<file path="config.mk">
export PLATFORM = sky130hd
export DESIGN_NAME = uart_tx_fifo
export DESIGN_NICKNAME = d
export VERILOG_FILES = /design/src/rtl/uart_tx_fifo.sv
export SDC_FILE = /design/constraint.sdc
export NUM_CORES = 1
export LEC_CHECK = 0
export ABC_AREA = 1
export CORE_AREA = 2 2 116 118
export CTS_BUF_LIST = sky130_fd_sc_hd__clkbuf_4 sky130_fd_sc_hd__clkbuf_8 sky130_fd_sc_hd__clkbuf_16
export DETAILED_ROUTE_END_ITERATION = 12
export DIE_AREA = 0 0 118 120
export PLACE_DENSITY_LB_ADDON = 0.12
export RECOVER_POWER = 25
export SLEW_MARGIN = 0
export SYNTH_ARGS = -nofsm -noshare
export SYNTH_HDL_FRONTEND = slang
export SYNTH_SLANG_ARGS = --single-unit
</file>
<file path="constraint.sdc">
create_clock -name CLK -period 4 [get_ports CLK]
set_input_delay 1 -clock CLK [delete_from_list [all_inputs] [get_ports CLK]]
set_output_delay 1 -clock CLK [all_outputs]
set_load 0.005 [all_outputs]
</file>
<file path="src/rtl/uart_tx_fifo.sv">
// ----------------------------------------------------------------------------
// uart_tx_fifo
//   Byte FIFO plus frame pacer that sits in front of the UART transmitter.
//   Upstream logic pushes bytes at CLK rate. The pacer releases at most one
//   byte per frame time on tx_rdy/tx_byte. tx_rdy is held high long enough for
//   the slow transmitter clock domain to sample it. The gap that follows the
//   pulse makes sure the previous frame has finished shifting out before the
//   next byte is offered.
//
// Ports
//   CLK       in   system clock
//   rst_n     in   asynchronous active-low reset
//   wr_en     in   push wr_data this cycle (dropped if full)
//   wr_data   in   byte to transmit
//   flush     in   synchronous clear of FIFO contents and overflow
//   full      out  count == DEPTH
//   empty     out  count == 0
//   count     out  bytes currently stored, 0..DEPTH
//   overflow  out  sticky: a write was dropped while full
//   tx_rdy    out  data-ready to transmitter, high HOLD_CYCLES per byte
//   tx_byte   out  byte being released, stable until the next release
//   busy      out  pacer is in SEND or GAP
//
// Handshake: there is no backpressure from the transmitter. A byte is
// "offered" for exactly HOLD_CYCLES cycles on tx_rdy, and tx_byte stays
// valid from the release until the next release. Upstream sees only
// full/overflow; a write while full is lost and recorded in overflow.
// ----------------------------------------------------------------------------
module uart_tx_fifo #(
    parameter int DEPTH        = 16,
    parameter int AW           = 4,
    parameter int HOLD_CYCLES  = 41664,
    parameter int FRAME_CYCLES = 458304,
    parameter int TW           = 19
) (
    input  logic          CLK,
    input  logic          rst_n,
    input  logic          wr_en,
    input  logic [7:0]    wr_data,
    input  logic          flush,
    output logic          full,
    output logic          empty,
    output logic [AW:0]   count,
    output logic          overflow,
    output logic          tx_rdy,
    output logic [7:0]    tx_byte,
    output logic          busy
);

    typedef enum logic [1:0] {
        IDLE = 2'd0,
        SEND = 2'd1,
        GAP  = 2'd2
    } state_t;

    localparam logic [TW-1:0] HOLD_LAST  = TW'(HOLD_CYCLES - 1);
    localparam logic [TW-1:0] FRAME_LAST = TW'(FRAME_CYCLES - 1);
    localparam logic [AW:0]   DEPTH_CNT  = (AW+1)'(DEPTH);

    state_t          state;
    logic [TW-1:0]   timer;
    logic [7:0]      mem [DEPTH];
    logic [AW-1:0]   wr_ptr;
    logic [AW-1:0]   rd_ptr;
    logic            accept;
    logic            pop;

    // full/empty decode the registered count, so they reflect the state at
    // the start of the cycle; a write in the same cycle as a pop while full
    // is still dropped.
    assign full   = (count == DEPTH_CNT);
    assign empty  = (count == '0);
    assign busy   = (state != IDLE);
    assign accept = wr_en && !full;
    assign pop    = (state == IDLE) && !empty && !flush;

    // Storage array carries no reset: pointers and count define validity.
    always_ff @(posedge CLK) begin
        if (accept && !flush) begin
            mem[wr_ptr] <= wr_data;
        end
    end

    // Pointers, occupancy and overflow. Flush wins over write and pop.
    always_ff @(posedge CLK or negedge rst_n) begin
        if (!rst_n) begin
            wr_ptr   <= '0;
            rd_ptr   <= '0;
            count    <= '0;
            overflow <= 1'b0;
        end else if (flush) begin
            wr_ptr   <= '0;
            rd_ptr   <= '0;
            count    <= '0;
            overflow <= 1'b0;
        end else begin
            if (accept) begin
                wr_ptr <= wr_ptr + 1'b1;
            end
            if (wr_en && full) begin
                overflow <= 1'b1;
            end
            if (pop) begin
                rd_ptr <= rd_ptr + 1'b1;
            end
            case ({accept, pop})
                2'b10:   count <= count + 1'b1;
                2'b01:   count <= count - 1'b1;
                default: count <= count;
            endcase
        end
    end

    // Pacer. The timer runs from the release through SEND and GAP, so a
    // full frame is FRAME_CYCLES long; IDLE adds one cycle between frames.
    // Flush does not touch this block, so an in-flight frame completes.
    always_ff @(posedge CLK or negedge rst_n) begin
        if (!rst_n) begin
            state   <= IDLE;
            timer   <= '0;
            tx_rdy  <= 1'b0;
            tx_byte <= 8'h00;
        end else begin
            case (state)
                IDLE: begin
                    tx_rdy <= 1'b0;
                    if (pop) begin
                        tx_byte <= mem[rd_ptr];
                        timer   <= '0;
                        tx_rdy  <= 1'b1;
                        state   <= SEND;
                    end
                end
                SEND: begin
                    timer <= timer + 1'b1;
                    if (timer == HOLD_LAST) begin
                        tx_rdy <= 1'b0;
                        state  <= GAP;
                    end
                end
                GAP: begin
                    timer <= timer + 1'b1;
                    if (timer == FRAME_LAST) begin
                        timer <= '0;
                        state <= IDLE;
                    end
                end
                default: begin
                    tx_rdy <= 1'b0;
                    timer  <= '0;
                    state  <= IDLE;
                end
            endcase
        end
    end

endmodule
</file>
# ---- Word level (Yosys, flattened, before mapping)
# Memory sizes are Yosys's and may differ from the RTL's. A register that Yosys moved wholly into a read port is not among the register bits.
# Cells that the tools add are included.
dict set report totals {
  mem_count 1
  word_cells 63
  output_inout_bits 18
  mem_bits_rw 128
  ff_bits 36
  input_bits 12
}
# name depth word_bits read_ports rd_ports_with_merged_regs wr line_no
set mem_list {}
lappend mem_list {mem 16 8 1 1 1 62} ;# logic [7:0] mem [DEPTH];
dict set report classes {
  bitwise_logic 1
  n_reduce_logical 19
  addsub 5
  n_mux 20
  n_eq_ne 10
}
# operator count
set op_table {}
lappend op_table {{$pmux W19 S3} 1}
lappend op_table {{$mux W19} 2}
lappend op_table {{$add A19 B1 Y19 const B} 1}
lappend op_table {{$eq A19 B16 Y1 const B} 1}
lappend op_table {{$eq A19 B19 Y1 const B} 1}
lappend op_table {{$mux W4} 4}
lappend op_table {{$pmux W5 S2} 1}
lappend op_table {{$add A4 B1 Y4 const B} 2}
lappend op_table {{$reduce_bool A2 Y1} 4}
lappend op_table {{$mux W1} 6}
lappend op_table {{$mux W2} 3}
lappend op_table {{$ne A2 B2 Y1 const B} 3}
lappend op_table {{$pmux W2 S3} 1}
lappend op_table {{$add A5 B1 Y5 const B} 1}
lappend op_table {{$eq A5 B5 Y1 const B} 1}
lappend op_table {{$logic_and A1 B1 Y1} 5}
lappend op_table {{$logic_not A5 Y1} 1}
lappend op_table {{$mux W5} 1}
lappend op_table {{$sub A5 B1 Y5 const B} 1}
lappend op_table {{$eq A2 B1 Y1 const B} 2}
lappend op_table {{$eq A2 B2 Y1 const B} 2}
lappend op_table {{$logic_not A1 Y1} 4}
lappend op_table {{$reduce_and A2 Y1} 2}
lappend op_table {{$pmux W1 S3} 1}
lappend op_table {{4 further kinds} 4}

# ---- Longest topological paths before layout
dict set report depth {
  ltp_word 7
  mapped_depth 15
  depth_no_buf 15
}

# ---- Worst setup path before layout
# Ideal clock, no wire load.
dict set report synth_timing {
  path_kind {input port to flip-flop}
  from {in flush}
  to {mem mem[13][0], enable pin}
  t_required_ns 3.617
  setup_time_ns 0.383
  stages 4
  n_path_buf 1
  arrival_time_ns 2.082
  path_slack_ns 1.535
  path_cell_list {buf_4 nor2_1 inv_1 nor3_1}
}
dict set report synth_between {
  elab_chain_cells 4
}
# item line_no
set synth_lines {}
lappend synth_lines {{start, declared} 40} ;# input logic flush,
lappend synth_lines {{$logic_not A1 Y1} 79} ;# if (accept && !flush) begin
lappend synth_lines {{$logic_and A1 B1 Y1} 79}
lappend synth_lines {{$mux W1} 79}
lappend synth_lines {{$mux W1 (not written as such)} 80} ;# mem[wr_ptr] <= wr_data;
lappend synth_lines {{end, declared} 62}
# No other way between the ends.

# ---- Worst setup path after layout
dict set report layout_timing {
  from {in flush}
  to {reg count[4]}
}
dict set report layout_between {
  elab_chain_cells 5
  word_cells_on_any_way 7
  classes_between {eq/ne: 2; mux: 2; reduce/logical: 3}
}
# item line_no
set layout_lines {}
lappend layout_lines {{$logic_not A1 Y1} 75} ;# assign pop = (state == IDLE) && !empty && !flush;
lappend layout_lines {{$logic_and A1 B1 Y1} 75}
lappend layout_lines {{$eq A2 B1 Y1 / $eq A2 B2 Y1 (equally long branches)} 106} ;# case ({accept, pop})
lappend layout_lines {{$pmux W5 S2} 106}
lappend layout_lines {{$mux W5} 91} ;# end else if (flush) begin
lappend layout_lines {{end signal, assigned} 107} ;# 2'b10: count <= count + 1'b1;
lappend layout_lines {{end signal, assigned} 108} ;# 2'b01: count <= count - 1'b1;
lappend layout_lines {{end signal, assigned} 109} ;# default: count <= count;
lappend layout_lines {{end, declared} 43} ;# output logic [AW:0] count,
# Parallel ways exist; a longest one is shown, timed or not.
# A chain may end at the register's enable or synchronous reset.

==> results.sh <==
export IMPL_status="complete, no violations"
export IMPL_final_hold_violation_count=0
export IMPL_drc=0
export IMPL_post_route_min_period_ns=2.91
export IMPL_dpl_worst_slack_ns=0.806
export IMPL_drt_iter0_markers=501
export IMPL_ys_seq_area_frac=0.657
export IMPL_hp_class="reg -> reg"
export IMPL_cp_required_ns=4.31
export IMPL_seqPwrFrac=0.413
export IMPL_drv_slew=0
export IMPL_ys_flop_type="edfxtp_1"
export IMPL_grt_pass1_wl_mm=26.9
export IMPL_dieArea_sq_mm=0.0142
export IMPL_io_pins=30
export IMPL_p_int_mw=3.48
export IMPL_finish_utilization=0.662
export IMPL_gp_congestion=0.931
export IMPL_drtPass1Iterations=6
export IMPL_timing_worst_setup_path_type="in -> reg"
export IMPL_setup_tns_ns=0
export IMPL_p_sw_frac=0.334
export IMPL_synth_fp_nets=698
export IMPL_max_clock_freq_mhz=344
export IMPL_hpwl_mm=10.9
export IMPL_nets=736
export IMPL_async_reset_ff_frac=0.256
export IMPL_worst_slack_ns=1.09
export IMPL_final_cell_mix="edfxtp_1, nor2_1, o21ai_0"
export IMPL_synth_cell_types=40
export IMPL_clk_pin_slew_ns=0.06
export IMPL_total_power_mw=5.23
export IMPL_die_height_um=120
export IMPL_cts_tree="yes"
export IMPL_die_w_um=118
export IMPL_cts_resized=0
export IMPL_cts_hold_buf=0
export IMPL_cp_start_kind="input pin"
export IMPL_cap_violations=0
export IMPL_grt_max_degree=67
export IMPL_num_vias=5276
export IMPL_layout_drive_gt1_share=0.0979
export IMPL_routed_via_density=5.86
export IMPL_synth_edf_count=128
export IMPL_gr_total_overflow=0
export IMPL_post_drt_wl_per_cell_um=18.9
export IMPL_htree_levels=4
export IMPL_arrival_ns=3.22
export IMPL_pwr_share_clk=0.287
export IMPL_grt_pass1_vias=5091
export IMPL_netlist_area_sq_mm=0.00752
export IMPL_area_growth_pct=14.2
export IMPL_power_switching_mw=1.75
export IMPL_drt_wl_total_mm=17.1
export IMPL_layout_worst_path_cycle_share=0.728
export IMPL_maxSlewHeadroom=0.0643
export IMPL_ctsLongestPathBuffers=2
export IMPL_yosys_warnings=0
export IMPL_vdd_drop_max_v=0.000364
export IMPL_leakage_nw=3.10
export IMPL_clock_skew_ns=0.00766
export IMPL_cts_sinks=172
export IMPL_ant_nets=0
export IMPL_synthCells=674
export IMPL_rows=42
export IMPL_comb_power_share=0.300
export IMPL_io_buffers=29
export IMPL_cts_root_buf="clkbuf_16"
export IMPL_synth_avg_cell_area_sq_um=11.2
export IMPL_path_max_fanout=18
export IMPL_rsz0062_at_grt="false"
export IMPL_initial_core_util=0.580
export IMPL_cts_buffers=17
export IMPL_post_cts_repair_setup_buffers=0
export IMPL_coreArea_sq_mm=0.0130
export IMPL_whs_ns=0.512
export IMPL_endpoint_kind="flip-flop"
export IMPL_setup_viol=0
export IMPL_grt_use_total=0.254
export IMPL_tightest_slew_ns=1.40
export IMPL_power_density_mw_per_mm2=608
export IMPL_antenna_cells=0
export IMPL_antenna_found_initial=0
export IMPL_ys_ff_latch=172
export IMPL_mostFrequentLayoutCell="edfxtp_1"
export IMPL_clock_latency_ns=0.42
-- through the flow --
| stage | std cells | cell area, sq um |
|---|---|---|
| floorplan | 674 | 7520 |
| global placement | 869 | 8050 |
| detailed placement | 869 | 8050 |
| CTS | 901 | 8600 |
| global route | 901 | 8590 |
| finish | 901 | 8590 |
-- per-layer routing --
layer,up-vias,GRT usage,routed length (um)
met5,-,0,0
met4,0,0.102,406
met3,25,0.0442,1010
met2,183,0.410,8340
met1,2587,0.345,7300
li1,2481,-,-
-- state kept, by name (all words and copies together) (netlist names), 2 cells and up --
signal   count
wr_ptr       4
tx_byte      8
timer       19
rd_ptr       4
state        2
count        5
mem        128
-- cells by family (layout without fill, tap and decap cells) --
| group | Yosys count | in the layout | share of synthesized area |
|---|---|---|---|
| simple gates | 251 | 251 | 0.152 |
| xor+xnor | 7 | 7 | 0.00815 |
| buf+inv | 81 | 132 | 0.0422 |
| compound gates | 151 | 151 | 0.120 |
| fa+ha+maj | 12 | 12 | 0.0200 |
| flops | 172 | 172 | 0.657 |
-- critical path: stages --
cell           delay, ns
dlygate4sd3_1       0.67
inv_1               0.27
nand3_4             0.16
inv_4               0.20
nand2_2             0.11
nor2_1              0.13
nor2_2              0.05
ha_1                0.17
inv_1               0.05
nand2_1             0.07
nand3_1             0.11
nand3b_1            0.09
nand3_1             0.08
nand2_1             0.05
-- worst paths after layout --
path | start | to | slack (ns) | cells after the start
min in group asynchronous | rst_n | timer[8]$_DFFE_PN0N_ | 0.89 | 1
setup / recovery | flush | count[4]$_DFFE_PN0P_ | 1.09 | 14
setup reg to reg | state[1]$_DFFE_PN0P_ | count[4]$_DFFE_PN0P_ | 1.72 | 14
hold / removal | tx_byte[6]$_DFFE_PN0P_ | tx_byte[6]$_DFFE_PN0P_ | 0.51 | 1
hold reg to reg | tx_byte[6]$_DFFE_PN0P_ | tx_byte[6]$_DFFE_PN0P_ | 0.51 | 1
max in group asynchronous | rst_n | count[2]$_DFFE_PN0P_ | 1.37 | 2
-- final cells by class --
class	count	area (sq um)
multi-input cells	421	2260
repair buffers	47	415
flip-flops and latches	172	4950
clock inverters	4	18.8
inverters	53	201
fillers	1018	4390
well taps	176	220
clock buffers	28	527
-- power groups by stage --
| stage | sequential, mW | clock, mW | combinational [mW] |
|---|---|---|---|
| floorplan | 2.16 | 0 | 1.02 |
| global placement | 2.19 | 0 | 1.52 |
| detailed placement | 2.19 | 0 | 1.56 |
| CTS | 2.16 | 1.52 | 1.57 |
| global route | 2.17 | 1.58 | 1.73 |
| finish | 2.16 | 1.50 | 1.57 |
-- cell usage after synthesis (3+ instances only) --
cell type	instances	area (sq um)
a21oi_1	9	45.0
buf_2	3	15.0
clkbuf_1	23	86.3
dfrtp_1	44	1100
edfxtp_1	128	3840
ha_1	12	150
inv_1	47	176
inv_2	4	15.0
nand2_1	69	259
nand2_2	3	18.8
nand3_1	35	175
nand3_2	3	30.0
nand4_1	5	31.3
nor2_1	91	342
nor2_2	5	31.3
nor3_1	26	130
nor4_1	3	18.8
o211ai_1	11	82.6
o21a_1	8	60.1
o21ai_0	84	420
o21ai_1	3	15.0
o221ai_1	21	184
o22ai_1	12	75.1
xor2_1	5	43.8
No activity file was read; power rests on OpenSTA's default activity.
